File: src/rtl/pong_pkg.sv
// Shared encodings and constants for the Pong game sequencer and its
// neighbouring datapath blocks.
package pong_pkg;

   typedef enum logic [1:0] {
      ST_IDLE  = 2'b00,
      ST_SERVE = 2'b01,
      ST_PLAY  = 2'b10,
      ST_OVER  = 2'b11
   } game_state_e;

   localparam logic [1:0] WIN_NONE = 2'b00;
   localparam logic [1:0] WIN_P1   = 2'b01;
   localparam logic [1:0] WIN_P2   = 2'b10;

   localparam logic [1:0] TONE_NONE  = 2'b00;
   localparam logic [1:0] TONE_PAD   = 2'b01;
   localparam logic [1:0] TONE_WALL  = 2'b10;
   localparam logic [1:0] TONE_POINT = 2'b11;

   localparam logic [9:0] TICK_ROW = 10'd481;
   localparam logic [9:0] TICK_COL = 10'd0;

   // One cycle per frame, just below the visible area.
   function automatic logic is_frame_tick(input logic [9:0] col, input logic [9:0] row);
      return (row == TICK_ROW) && (col == TICK_COL);
   endfunction

endpackage

File: src/rtl/pong_game_ctrl_if.sv
// Signal bundle between the game sequencer (slave) and the surrounding
// VGA/ball/button logic (master).
interface pong_game_ctrl_if;
   logic       start;
   logic [9:0] x;
   logic [9:0] y;
   logic       score1;
   logic       score2;
   logic       pad_hit;
   logic       wall_hit;
   logic [1:0] state;
   logic       ball_rst;
   logic [3:0] p1_score;
   logic [3:0] p2_score;
   logic [1:0] winner;
   logic       tone_en;
   logic [1:0] tone_sel;

   modport master (
      output start, x, y, score1, score2, pad_hit, wall_hit,
      input  state, ball_rst, p1_score, p2_score, winner, tone_en, tone_sel
   );

   modport slave (
      input  start, x, y, score1, score2, pad_hit, wall_hit,
      output state, ball_rst, p1_score, p2_score, winner, tone_en, tone_sel
   );
endinterface

File: src/rtl/pong_game_ctrl_sync_edge.sv
// Two-flop synchronizer followed by a rising-edge detector; pulse is high
// for one clk cycle per rising edge of the asynchronous input.
module sync_edge (
   input  logic clk,
   input  logic reset,
   input  logic d,
   output logic pulse
);
   logic sync1_r;
   logic sync2_r;
   logic prev_r;

   // Metastability chain plus one-cycle history for edge detection
   always_ff @(posedge clk or posedge reset) begin
      if (reset) begin
         sync1_r <= 1'b0;
         sync2_r <= 1'b0;
         prev_r  <= 1'b0;
      end else begin
         sync1_r <= d;
         sync2_r <= sync1_r;
         prev_r  <= sync2_r;
      end
   end

   assign pulse = sync2_r & ~prev_r;
endmodule

File: src/rtl/pong_game_ctrl.sv
// Pong game sequencer: IDLE/SERVE/PLAY/OVER, scoring, serve timing, winner.
// Optional sound cues are built only when PONG_SOUND_EN is defined.
module pong_game_ctrl
   import pong_pkg::*;
#(
   parameter int WIN_SCORE    = 9,
   parameter int SERVE_FRAMES = 120,
   parameter int TONE_FRAMES  = 6
) (
   input logic             clk,
   input logic             reset,
   pong_game_ctrl_if.slave game
);
   localparam logic [3:0] WIN_VAL    = 4'(WIN_SCORE);
   localparam logic [7:0] SERVE_LAST = 8'(SERVE_FRAMES - 1);

   logic        start_pulse_s;
   logic        frame_tick_s;
   logic        pt1_s;
   logic        pt2_s;
   logic        score1_r;
   logic        score1_d_r;
   logic        score2_r;
   logic        score2_d_r;
   game_state_e state_r;
   game_state_e state_nxt_s;
   logic [3:0]  p1_r;
   logic [3:0]  p2_r;
   logic [3:0]  p1_nxt_s;
   logic [3:0]  p2_nxt_s;
   logic [3:0]  p1_inc_s;
   logic [3:0]  p2_inc_s;
   logic [1:0]  winner_r;
   logic [1:0]  winner_nxt_s;
   logic [7:0]  serve_cnt_r;
   logic [7:0]  serve_cnt_nxt_s;
   logic        ball_rst_r;
   logic        ball_rst_nxt_s;

   sync_edge u_start_edge (
      .clk   (clk),
      .reset (reset),
      .d     (game.start),
      .pulse (start_pulse_s)
   );

   assign frame_tick_s = is_frame_tick(game.x, game.y);
   assign pt1_s        = score1_r & ~score1_d_r;
   assign pt2_s        = score2_r & ~score2_d_r;
   assign p1_inc_s     = p1_r + 4'd1;
   assign p2_inc_s     = p2_r + 4'd1;

   // Point flags stay high for a frame; only their rising edge scores
   always_ff @(posedge clk or posedge reset) begin
      if (reset) begin
         score1_r   <= 1'b0;
         score1_d_r <= 1'b0;
         score2_r   <= 1'b0;
         score2_d_r <= 1'b0;
      end else begin
         score1_r   <= game.score1;
         score1_d_r <= score1_r;
         score2_r   <= game.score2;
         score2_d_r <= score2_r;
      end
   end

   // Game state, scoreboard and serve timer registers
   always_ff @(posedge clk or posedge reset) begin
      if (reset) begin
         state_r     <= ST_IDLE;
         p1_r        <= 4'd0;
         p2_r        <= 4'd0;
         winner_r    <= WIN_NONE;
         serve_cnt_r <= 8'd0;
         ball_rst_r  <= 1'b1;
      end else begin
         state_r     <= state_nxt_s;
         p1_r        <= p1_nxt_s;
         p2_r        <= p2_nxt_s;
         winner_r    <= winner_nxt_s;
         serve_cnt_r <= serve_cnt_nxt_s;
         ball_rst_r  <= ball_rst_nxt_s;
      end
   end

   // Next-state and scoreboard update
   always_comb begin
      state_nxt_s     = state_r;
      p1_nxt_s        = p1_r;
      p2_nxt_s        = p2_r;
      winner_nxt_s    = winner_r;
      serve_cnt_nxt_s = serve_cnt_r;
      case (state_r)
         ST_IDLE: begin
            if (start_pulse_s) begin
               state_nxt_s     = ST_SERVE;
               p1_nxt_s        = 4'd0;
               p2_nxt_s        = 4'd0;
               winner_nxt_s    = WIN_NONE;
               serve_cnt_nxt_s = 8'd0;
            end else begin
               state_nxt_s = ST_IDLE;
            end
         end
         ST_SERVE: begin
            if (frame_tick_s) begin
               serve_cnt_nxt_s = serve_cnt_r + 8'd1;
               if (serve_cnt_r == SERVE_LAST) begin
                  state_nxt_s = ST_PLAY;
               end else begin
                  state_nxt_s = ST_SERVE;
               end
            end else begin
               state_nxt_s = ST_SERVE;
            end
         end
         ST_PLAY: begin
            // Player 1 wins a tie: pt2 in the same cycle is dropped
            if (pt1_s) begin
               p1_nxt_s = p1_inc_s;
               if (p1_inc_s == WIN_VAL) begin
                  winner_nxt_s = WIN_P1;
                  state_nxt_s  = ST_OVER;
               end else begin
                  serve_cnt_nxt_s = 8'd0;
                  state_nxt_s     = ST_SERVE;
               end
            end else if (pt2_s) begin
               p2_nxt_s = p2_inc_s;
               if (p2_inc_s == WIN_VAL) begin
                  winner_nxt_s = WIN_P2;
                  state_nxt_s  = ST_OVER;
               end else begin
                  serve_cnt_nxt_s = 8'd0;
                  state_nxt_s     = ST_SERVE;
               end
            end else begin
               state_nxt_s = ST_PLAY;
            end
         end
         ST_OVER: begin
            if (start_pulse_s) begin
               winner_nxt_s = WIN_NONE;
               state_nxt_s  = ST_IDLE;
            end else begin
               state_nxt_s = ST_OVER;
            end
         end
         default: begin
            state_nxt_s = ST_IDLE;
         end
      endcase
   end

   // Ball is released only while the rally is live
   always_comb begin
      ball_rst_nxt_s = 1'b1;
      if (state_nxt_s == ST_PLAY) begin
         ball_rst_nxt_s = 1'b0;
      end else begin
         ball_rst_nxt_s = 1'b1;
      end
   end

   assign game.state    = state_r;
   assign game.ball_rst = ball_rst_r;
   assign game.p1_score = p1_r;
   assign game.p2_score = p2_r;
   assign game.winner   = winner_r;

`ifdef PONG_SOUND_EN
   localparam logic [7:0] TONE_LOAD = 8'(TONE_FRAMES);

   logic       play_s;
   logic [7:0] tone_cnt_r;
   logic [7:0] tone_cnt_nxt_s;
   logic [1:0] tone_sel_r;
   logic [1:0] tone_sel_nxt_s;
   logic       tone_en_r;

   assign play_s = (state_r == ST_PLAY);

   // Event load (point > paddle > wall), otherwise count down per frame
   always_comb begin
      tone_cnt_nxt_s = tone_cnt_r;
      tone_sel_nxt_s = tone_sel_r;
      if (play_s && (pt1_s || pt2_s)) begin
         tone_cnt_nxt_s = TONE_LOAD;
         tone_sel_nxt_s = TONE_POINT;
      end else if (play_s && game.pad_hit) begin
         tone_cnt_nxt_s = TONE_LOAD;
         tone_sel_nxt_s = TONE_PAD;
      end else if (play_s && game.wall_hit) begin
         tone_cnt_nxt_s = TONE_LOAD;
         tone_sel_nxt_s = TONE_WALL;
      end else if (frame_tick_s && (tone_cnt_r != 8'd0)) begin
         tone_cnt_nxt_s = tone_cnt_r - 8'd1;
         if (tone_cnt_r == 8'd1) begin
            tone_sel_nxt_s = TONE_NONE;
         end else begin
            tone_sel_nxt_s = tone_sel_r;
         end
      end else begin
         tone_cnt_nxt_s = tone_cnt_r;
      end
   end

   // Tone counter and registered cue outputs
   always_ff @(posedge clk or posedge reset) begin
      if (reset) begin
         tone_cnt_r <= 8'd0;
         tone_sel_r <= TONE_NONE;
         tone_en_r  <= 1'b0;
      end else begin
         tone_cnt_r <= tone_cnt_nxt_s;
         tone_sel_r <= tone_sel_nxt_s;
         tone_en_r  <= (tone_cnt_nxt_s != 8'd0);
      end
   end

   assign game.tone_en  = tone_en_r;
   assign game.tone_sel = tone_sel_r;
`else
   logic unused_tone_s;

   assign unused_tone_s = ^{8'(TONE_FRAMES), game.pad_hit, game.wall_hit};
   assign game.tone_en  = 1'b0;
   assign game.tone_sel = TONE_NONE;
`endif

endmodule

File: src/flat_wrapper.sv
// flat-port wrapper written by rule: the top's interface ports become plain ports
module pong_game_ctrl_flat import pong_pkg::*;
#(
   parameter int WIN_SCORE    = 9,
   parameter int SERVE_FRAMES = 120,
   parameter int TONE_FRAMES  = 6
)
  (clk, reset, game_start, game_x, game_y, game_score1, game_score2, game_pad_hit, game_wall_hit, game_state, game_ball_rst, game_p1_score, game_p2_score, game_winner, game_tone_en, game_tone_sel);
  pong_game_ctrl_if game_i ();
  input logic clk;
  input logic reset;
  input wire logic [$bits(game_i.start)-1:0] game_start;
  input wire logic [$bits(game_i.x)-1:0] game_x;
  input wire logic [$bits(game_i.y)-1:0] game_y;
  input wire logic [$bits(game_i.score1)-1:0] game_score1;
  input wire logic [$bits(game_i.score2)-1:0] game_score2;
  input wire logic [$bits(game_i.pad_hit)-1:0] game_pad_hit;
  input wire logic [$bits(game_i.wall_hit)-1:0] game_wall_hit;
  output wire logic [$bits(game_i.state)-1:0] game_state;
  output wire logic [$bits(game_i.ball_rst)-1:0] game_ball_rst;
  output wire logic [$bits(game_i.p1_score)-1:0] game_p1_score;
  output wire logic [$bits(game_i.p2_score)-1:0] game_p2_score;
  output wire logic [$bits(game_i.winner)-1:0] game_winner;
  output wire logic [$bits(game_i.tone_en)-1:0] game_tone_en;
  output wire logic [$bits(game_i.tone_sel)-1:0] game_tone_sel;
  assign game_i.start = game_start;
  assign game_i.x = game_x;
  assign game_i.y = game_y;
  assign game_i.score1 = game_score1;
  assign game_i.score2 = game_score2;
  assign game_i.pad_hit = game_pad_hit;
  assign game_i.wall_hit = game_wall_hit;
  assign game_state = game_i.state;
  assign game_ball_rst = game_i.ball_rst;
  assign game_p1_score = game_i.p1_score;
  assign game_p2_score = game_i.p2_score;
  assign game_winner = game_i.winner;
  assign game_tone_en = game_i.tone_en;
  assign game_tone_sel = game_i.tone_sel;
  pong_game_ctrl #(.WIN_SCORE(WIN_SCORE), .SERVE_FRAMES(SERVE_FRAMES), .TONE_FRAMES(TONE_FRAMES)) u_core (.clk(clk), .reset(reset), .game(game_i));
endmodule
File: config.mk
export PLATFORM = sky130hd
export DESIGN_NAME = pong_game_ctrl_flat
export DESIGN_NICKNAME = d
export VERILOG_FILES = /design/src/rtl/pong_pkg.sv /design/src/rtl/pong_game_ctrl_if.sv /design/src/rtl/pong_game_ctrl_sync_edge.sv /design/src/rtl/pong_game_ctrl.sv /design/src/flat_wrapper.sv
export SDC_FILE = /design/constraint.sdc
export NUM_CORES = 1
export LEC_CHECK = 0
export BUFFER_PORTS_ARGS = -buffer_cell sky130_fd_sc_hd__buf_4
export CORE_MARGIN = 1.5
export CORE_UTILIZATION = 46
export CTS_BUF_LIST = sky130_fd_sc_hd__clkbuf_8
export CTS_CLUSTER_SIZE = 28
export DETAILED_ROUTE_END_ITERATION = 8
export PLACE_DENSITY = 0.7
export SETUP_SLACK_MARGIN = 0.4
export SLEW_MARGIN = 30
export SYNTH_ARGS = -nofsm -noshare
export SYNTH_HDL_FRONTEND = slang
export SYNTH_SLANG_ARGS = --single-unit
File: constraint.sdc
create_clock -name clk -period 2.65 [get_ports clk]
set_input_delay 0.265 -clock clk [delete_from_list [all_inputs] [get_ports clk]]
set_output_delay 0.265 -clock clk [all_outputs]
set_load 0.01 [all_outputs]
After elaboration in Yosys (flattened, before gate mapping)
Index checks and enable logic that the tools add are counted.
- output and inout port bits: 16
- register bits: 28
- add/sub/neg operators: 3
- equal/unequal tests: 19
- reduce and logical (&&, ||, !) cells: 11
- muxes and demuxes: 29
- bitwise operators: 6
- operators by type and width (kind ; number):
    $mux 8 ; 6
    $mux 2 ; 12
    $pmux 8 s3 ; 1
    $mux 4 ; 4
    $pmux 4 s2 ; 2
    $eq 10x9->1 const B ; 1
    $logic_not 10->1 ; 1
    $ne 2x1->1 const B ; 5
    $add 4x1->4 const B ; 2
    $add 8x1->8 const B ; 1
    $eq 4x4->1 const B ; 2
    $eq 8x7->1 const B ; 1
    $pmux 2 s4 ; 1
    $eq 2x2->1 const B ; 3
    $ne 3x1->1 const B ; 2
    $ne 3x3->1 const B ; 2
    $reduce_and 6->1 ; 1
    $reduce_and 5->1 ; 1
    $pmux 2 s2 ; 1
    $reduce_and 4->1 ; 1
    $reduce_bool 2->1 ; 2
    $and 1x1->1 ; 3
    $ne 3x2->1 const B ; 1
    $not 1->1 ; 3
    8 further kinds ; 9

Depth between registers and ports, before layout
Gate-level depths: netlist (run 1).
- word-level depth: 8
- mapped depth: 8
- depth with buffers taken out: 7

By module
Synthesis (run 1) repeated with hierarchy kept, for this count alone.
- cell total of the unflattened synthesis: 213
- area total of the unflattened synthesis: 1940.6 um^2
- modules (own cells, without submodules) (module ; seq. area each (um^2) ; instances ; area each (um^2) ; cells an instance):
    pong_game_ctrl ; 626.9 ; 1 ; 1848.0 ; 208
    sync_edge ; 75.1 ; 1 ; 92.6 ; 5

Least setup slack after synthesis (run 1)
Ideal clock, no wire load.
- path kind: reg-to-reg
- start: register u_core.p1_r[0] (netlist: u_core.game.p1_score[0])
- end: register u_core.serve_cnt_r[2]
- setup slack: 0.554 ns
- arrival time: 1.975 ns
- data required time: 2.529 ns
- stages on the path, launching flop included: 9
- cells stage by stage: dfrtp_1 > inv_1 > ha_1 > nor4bb_1 > nand2b_1 > o21a_1 > clkbuf_1 > a221o_1 > a22o_1
- longest elaborated chain between the ends: 4
- RTL lines (element ; RTL line ; text):
    from (decl) ; pong_game_ctrl.sv:27 ; logic [3:0] p1_r;
    from (signal assigned) ; pong_game_ctrl.sv:79 ; p1_r <= p1_nxt_s;
    $add 4x1->4 ; pong_game_ctrl.sv:50 ; assign p1_inc_s = p1_r + 4'd1;
    $eq 4x4->1 ; pong_game_ctrl.sv:122 ; if (p1_inc_s == WIN_VAL) begin
    $ne 3x3->1 (no line) ; -- ;
    $reduce_and 6->1 (no line) ; -- ;
    to (signal assigned) ; pong_game_ctrl.sv:82 ; serve_cnt_r <= serve_cnt_nxt_s;
    to (decl) ; pong_game_ctrl.sv:35 ; logic [7:0] serve_cnt_r;
Every way passes these cells.
A chain may end at the register's enable or synchronous reset.

Final worst setup path (run 1)
- start: register u_core.p1_r[0] (netlist: u_core.game.p1_score[0])
- end: register u_core.serve_cnt_r[7]
Same word-level chain as after synthesis.

==> reports/results.tsv, run 1 <==
stage	metric	value	unit
sta	rsz0062_at_grt	false	
clock_tree	cts.sinks	28	
sta	final-max-slew-violation-count	0	
critical_path	worstSetupStartpoint	u_core.game.p1_score[0]	
cells_and_area	fill_cells	348	
critical_path	worstSetupEndpoint	u_core.serve_cnt_r[7]	
placement	portBuffers	37	
run	drv_cap	0	
critical_path	path_class	register to register	
detailed_routing	drt_iter0_markers	82	
die	initial_utilization	48.4	%
die	pin_count	43	
synthesis	synthCells	193	
critical_path	critPathArrivalTime	2.32	ns
clock_tree	clk-insertion-delay-late	0.28	ns
synthesis	synth-edff-count	0	
pwr	peakVddDrop	0.000354	V
synthesis	synth_area_per_cell	9.31	um^2
critical_path	critical_path.max_fanout	9	
sta	tns	0	ns
synthesis	synth_area	1800	um^2
synthesis	synthTopCellsByArea	dfrtp_1 (38%), ha_1 (7.0%), o21ai_0 (3.6%), nand2_1 (3.6%), nor2_1 (3.3%)	
synthesis	ys_ff_latch	28	
synthesis	postSynth.asyncResetShare	100	%
detailed_routing	dr.pass1.iters	5	
die	die-area	4290	um^2
outcome	outcome	finished clean	
die	core	3720	um^2
pwr	p_leak	1.00	nW
synthesis	synth_warnings	0	
critical_path	rr_worst_depth	7	
clock_tree	cts_tree	yes	
sta	hold_violations	0	
synthesis	ys.flop_type	dfrtp_1	
critical_path	critPathCaptureType	register	
clock_tree	htreeDepth	1	
global_routing	grt_max_degree	29	
synthesis	seq_area_frac_synth	39.1	%
cells_and_area	nets	267	
detailed_routing	drc	0	
global_routing	grt_pass1_vias	1460	
detailed_routing	wl	3820	um
cells_and_area	syn_to_final_growth	21.1	%
clock_tree	cts-root-buf	clkbuf_8	
placement	routabilityCongestion	0.890	
global_routing	antenna_found_initial	0	
sta	max_freq	0.465	GHz
sta	fin_crit_sh	81.2	%
die	die_h	65.5	um
critical_path	critPathLaunchType	register	
detailed_routing	vias	1519	
placement	dp.cells	272	
synthesis	yosysTopAreaCell	dfrtp_1	
placement	dpl.hpwl	2830	um
global_routing	track_usage	19.5	%
clock_tree	cts_hold_buf	0	
synthesis	synth.distinct_cells	51	
pwr	power_density	537	nW/um^2
detailed_routing	vias_per_cell	5.48	
die	rows	22	
synthesis	synth_top_area_share	37.6	%
sta	setup_violations	0	
clock_tree	clk_pin_slew_worst_paths	0.10	ns
detailed_routing	wire_per_inst	13.8	um
clock_tree	cts_buffer_depth	2	
sta	skew	0.00201	ns
critical_path	crit_required	2.82	ns
global_routing	grt_pass1_wl	6520	um
critical_path	r2r-end	u_core.serve_cnt_r[7]	
clock_tree	cts_inserted_buffers	3	
die	die_w	65.5	um
detailed_routing	antenna_left	0	
cells_and_area	fin_cells	277	
cells_and_area	drive_gt1_share	24.9	%
critical_path	reg2reg_from	u_core.game.p1_score[0]	
critical_path	r2r_setup_slack	0.50	ns
sta	fin_crit	2.15	ns
global_routing	globalRouteOverflowTotal	0	
worst_hold_path	hold_class	input pin to async pin	
cells_and_area	diodes	0	
==> logic make-up (layout without fill, tap and decap cells) <==
group,Yosys count,in the layout,synth area share [%]
AND/OR/NAND/NOR,72,72,21.7
AO/OA/AOI/OAI,53,53,22.5
flip-flops,28,28,39.1
buffers and inverters,24,58,6.62
adder cells (fa/ha/maj),10,10,6.96
multiplexers,5,5,2.99
other,1,3,0.209
==> synthesized netlist by cell type (all sizes together), types with 2 or more instances <==
master and n:
buf 7, nand3b 2, o2bb2ai 3, inv 14, nand4 8, or4 2, nand2b 5, a211oi 2
a22o 6, nor3 4, a22oi 2, a21oi 5, o21ai 13, nor2 16, a221oi 2, o221ai 2
nor2b 2, and3b 2, and2 2, nor4bb 3, mux2i 2, mux2 3, o211ai 4, nand2 17
dfrtp 27, a221o 3, ha 10, a21o 2, clkbuf 3, nand3 3
==> report_power, final <==
group | switching, mW | internal [mW]
combinational | 0.194 | 0.158
sequential | 0.0234 | 0.454
clock | 0.136 | 0.202
total | 0.353 | 0.815
==> layout make-up <==
type | count | area, um^2 | area share [%]
Sequential cell | 28 | 702 | 32.3
Tap cell | 48 | 60.1 | 2.76
Inverter | 14 | 52.6 | 2.42
Multi-Input combinational cell | 143 | 990 | 45.5
Clock inverter | 1 | 30.0 | 1.38
Clock buffer | 3 | 41.3 | 1.90
Timing Repair Buffer | 40 | 300 | 13.8
==> worst max-delay path, cell delays in order, from the launching register on <==
cell and delay, ns:
dfrtp_1 0.49, inv_1 0.12, ha_1 0.24, nor4bb_1 0.14, nand2b_1 0.18, o21a_2 0.29
a221o_1 0.36, a22o_1 0.23
==> routing by layer <==
metal  vias to the layer above  GRT usage, %  routed length, um  part of all wire [%]
li1                        774             -                  -                     -
met1                       717          26.6               1840                    48
met2                        26          32.1               1830                    48
met3                         2          4.11                126                   3.3
met4                         0          3.91                 21                  0.55
met5                         -             0                  0                     0
==> layout by cell type, fill, tap and decap left out, types with 2 or more instances in the layout <==
cell and count:
a21o_1 2, a21oi_1 5, a221o_1 3, a221oi_1 2, a22o_1 5, a22oi_1 2
and2_1 2, and3b_1 2, buf_4 40, clkbuf_8 3, conb_1 3, dfrtp_1 27
ha_1 10, inv_1 14, mux2_2 3, mux2i_1 2, nand2_1 17, nand2b_1 5
nand3_1 3, nand3b_1 2, nand4_1 8, nor2_1 16, nor2b_1 2, nor3_1 4
nor4bb_1 3, o211ai_1 4, o21ai_0 13, o221ai_1 2, o2bb2ai_1 3, or4_1 2
==> worst min-delay path by stage <==
stage	endpoint	cells past startpoint	from
6_report	u_core.score2_d_r	3	reset
5_1_grt	u_core.score2_d_r	3	reset
4_1_cts	u_core.u_start_edge.sync1_r	3	reset
3_5_place_dp	u_core.u_start_edge.sync2_r	0	u_core.u_start_edge.sync1_r
3_3_place_gp	u_core.u_start_edge.sync2_r	0	u_core.u_start_edge.sync1_r
2_1_floorplan	u_core.score1_r	0	game_score1
==> timing repair <==
item,in CTS,in global routing
buffers inserted,0,1
endpoints found under the setup margin,3,7
gates resized for setup,1,1
pin swaps,0,1
==> sequential cells by signal (all words and copies together) (netlist names) <==
name	count
u_core.game.ball_rst	1
u_core.game.p1_score	4
u_core.game.p2_score	4
u_core.game.state	2
u_core.game.winner	2
u_core.score1_d_r	1
u_core.score1_r	1
u_core.score2_d_r	1
u_core.score2_r	1
u_core.serve_cnt_r	8
u_core.u_start_edge.prev_r	1
u_core.u_start_edge.sync1_r	1
u_core.u_start_edge.sync2_r	1
==> metrics by stage <==
stage	total power, mW	utilization, %	area, um^2	worst slack, ns	hold WS (ns)
floorplan	0.725	-	1800	0.554	0.296
global placement	0.825	56.3	2090	0.432	0.335
detailed placement	0.824	56.3	2090	0.411	0.337
CTS	1.17	58.3	2170	0.454	0.0517
global route	1.24	58.6	2180	0.400	0.0666
finish	1.17	58.6	2180	0.499	0.0450
Power figures use the tool's default switching activity.
==> run 2, diff against run 1 <==
--- a/config.mk
+++ b/config.mk
@@ -11,7 +11,7 @@
 export CTS_BUF_LIST = sky130_fd_sc_hd__clkbuf_8
 export CTS_CLUSTER_SIZE = 28
 export DETAILED_ROUTE_END_ITERATION = 8
-export PLACE_DENSITY = 0.7
+export PLACE_DENSITY = 0.73
 export SETUP_SLACK_MARGIN = 0.4
 export SLEW_MARGIN = 30
 export SYNTH_ARGS = -nofsm -noshare
==> constraint.sdc (replaced) <==
create_clock -name clk -period 1.8 [get_ports clk]
set_input_delay 0.18 -clock clk [delete_from_list [all_inputs] [get_ports clk]]
set_output_delay 0.18 -clock clk [all_outputs]
set_load 0.01 [all_outputs]
==> reports/results.tsv, run 2 (same netlist as run 1, synthesis figures left out) <==
stage	metric	value	unit	change
outcome	outcome	finished, violations left		
outcome	violations	negative setup slack		
global_routing	grt_busiest_layer	met2		
critical_path	critical_path.max_fanout	8		-1
critical_path	crit_path_max_incr_delay	0.45	ns	-0.04 ns
sta	max_freq	0.504	GHz	+8.5%
global_routing	grt_pass1_vias	1661		+14%
die	initial_utilization	48.4	%	unchanged
placement	pre_cts_slack	-0.241	ns	-0.652 ns
sta	final-max-slew-violation-count	0		unchanged
sta	skew	0.00737	ns	+0.00536 ns
sta	rsz0062_at_grt	true		
die	die_h	65.5	um	unchanged
cells_and_area	top_register	u_core.serve_cnt_r		
clock_tree	cts_inserted_buffers	3		unchanged
placement	dpl.hpwl	3290	um	+16%
clock_tree	cts_buffer_depth	2		unchanged
cells_and_area	fill_cells	237		-32%
run	drv_cap	0		unchanged
detailed_routing	drc	0		unchanged
placement	routabilityCongestion	0.838		-5.8%
clock_tree	cts_tree	yes		
placement	portBuffers	37		unchanged
clock_tree	htreeDepth	1		unchanged
die	die-area	4290	um^2	unchanged
global_routing	met2_usage	39.3	%	+7.1 points
detailed_routing	wire_per_inst	17.3	um	+25%
global_routing	antenna_found_initial	0		unchanged
sta	fin_crit_sh	110	%	+29 points
detailed_routing	drt_iter0_markers	93		+13%
sta	hold_violations	0		unchanged
clock_tree	cts-root-buf	clkbuf_8		
die	rows	22		unchanged
critical_path	critPathLaunchType	register		
critical_path	crit_required	1.97	ns	-0.85 ns
cells_and_area	largest_register_ffs	8		unchanged
critical_path	critPathSlowestCell	dfrtp_2		
clock_tree	cts.sinks	28		unchanged
die	pin_count	43		unchanged
cells_and_area	syn_to_final_growth	59.3	%	
global_routing	track_usage	22.9	%	+3.4 points
cells_and_area	design_area	2860	um^2	+32%
critical_path	path_cells	and3b_1, o2111a_1, or3_4, a221o_1, a22o_1		
placement	place_area	2410	um^2	+15%
global_routing	grtUsageMet3	2.74	%	-1.4 points
critical_path	path_buf_inv	0		-1
sta	fin_crit	1.98	ns	-0.168 ns
detailed_routing	dr.pass1.iters	4		-1
global_routing	grt_max_degree	29		unchanged
pwr	power_density	682	nW/um^2	+27%
critical_path	cp_top_family	compound AO/OA/AOI/OAI gates		
sta	setup_violations	10		+10
clock_tree	clk_pin_slew_worst_paths	0.10	ns	about the same
worst_hold_path	hold_class	input pin to register		
cells_and_area	post-route-util	77.0	%	+18 points
cells_and_area	final_cell_mix	buf_4 (74), dfrtp_1 (21), nor2_1 (14), buf_6 (14), nand2_1 (12)		
global_routing	grt_use_met1	31.4	%	+4.8 points
detailed_routing	antenna_left	0		unchanged
clock_tree	clk-insertion-delay-late	0.28	ns	about the same
critical_path	path_class	register to register		
die	core	3720	um^2	unchanged
pwr	p_leak	1.30	nW	+29%
detailed_routing	vias_per_cell	5.72		+4.3%
die	die_w	65.5	um	unchanged
critical_path	critPathCaptureType	register		
detailed_routing	wl	5670	um	+49%
detailed_routing	vias	1876		+24%
cells_and_area	drive_gt1_share	55.0	%	+30 points
cells_and_area	nets	318		+19%
global_routing	globalRouteOverflowTotal	0		unchanged
global_routing	grt_pass1_wl	7650	um	+17%
pwr	peakVddDrop	0.000812	V	+130%
cells_and_area	diodes	0		unchanged
cells_and_area	final_common_cell	buf_4		
sta	worst_slack	-0.183	ns	-0.682 ns
critical_path	critPathArrivalTime	2.15	ns	-0.17 ns
## run 2: cell count changes in the layout (fill, tap and decap cells not counted), moves of 6 or more
cell | previous run | this run
buf_4 | 40 | 74
buf_6 | 0 | 14
o21ai_0 | 13 | 3
o21ai_2 | 0 | 7
dfrtp_1 | 27 | 21
dfrtp_2 | 0 | 6
## run 2: per-layer routing
metal / vias up / wire length [um]
met4: 0 / 183
met3: 21 / 248
li1: 886 / -
met5: - / 0
met1: 909 / 2370
met2: 60 / 2870
## run 2: repair_timing
item / in CTS / in global routing
pin swaps: 10 / 14
endpoints found under the setup margin: 21 / 21
gates cloned: 0 / 0
hold buffers: 1 / 2
hold endpoints to repair: 27 / 2
resized for setup: 31 / 39
buffers inserted: 7 / 6
## run 2: report_power, final
part / total, mW / switching (mW) / internal, mW / leakage [nW]
clock network: 0.400 / 0.204 / 0.196 / 0.0288
registers: 0.712 / 0.0420 / 0.670 / 0.360
logic: 0.840 / 0.430 / 0.411 / 0.910
## run 2: area by class of cell
type	instances	area, um^2	area share [%]
clock buffers	4	55.1	1.92
inverters	14	55.1	1.92
repair buffers	91	743	26.0
well taps	48	60.1	2.10
multi-input cells	143	1240	43.3
flip-flops and latches	28	709	24.8
## run 2: worst paths after layout
check	startpoint	end	slack (ns)	depth (start not counted)
worst max-delay path	u_core.game.p2_score[1]	u_core.serve_cnt_r[2]	-0.18	5
worst min-delay path	game_start	u_core.u_start_edge.sync1_r	0.005	1
worst max register to register	u_core.game.p2_score[1]	u_core.serve_cnt_r[2]	-0.18	5
worst min register to register	u_core.u_start_edge.sync1_r	u_core.u_start_edge.sync2_r	0.36	0
max in group asynchronous	reset	u_core.game.ball_rst	0.97	4
min in group asynchronous	reset	u_core.game.p2_score[2]	0.53	4
## run 2: worst reg2reg max path, delay by kind of cell, from the launching register on
family / cells / cell delay (ns)
compound gates: 3 / 0.80
simple gates: 2 / 0.62
flops: 1 / 0.45
## run 2: through the flow
step / hold WS (ns) / cells / TNS, ns / power [mW]
global placement: 0.278 / 308 / -1.44 / 1.35
finish: 0.00480 / 328 / -1.29 / 1.95
CTS: 0.00163 / 320 / -0.983 / 1.80
detailed placement: 0.289 / 308 / -1.68 / 1.36
global route: -0.0117 / 328 / -2.24 / 2.05
floorplan: 0.211 / 195 / -1.12 / 1.11
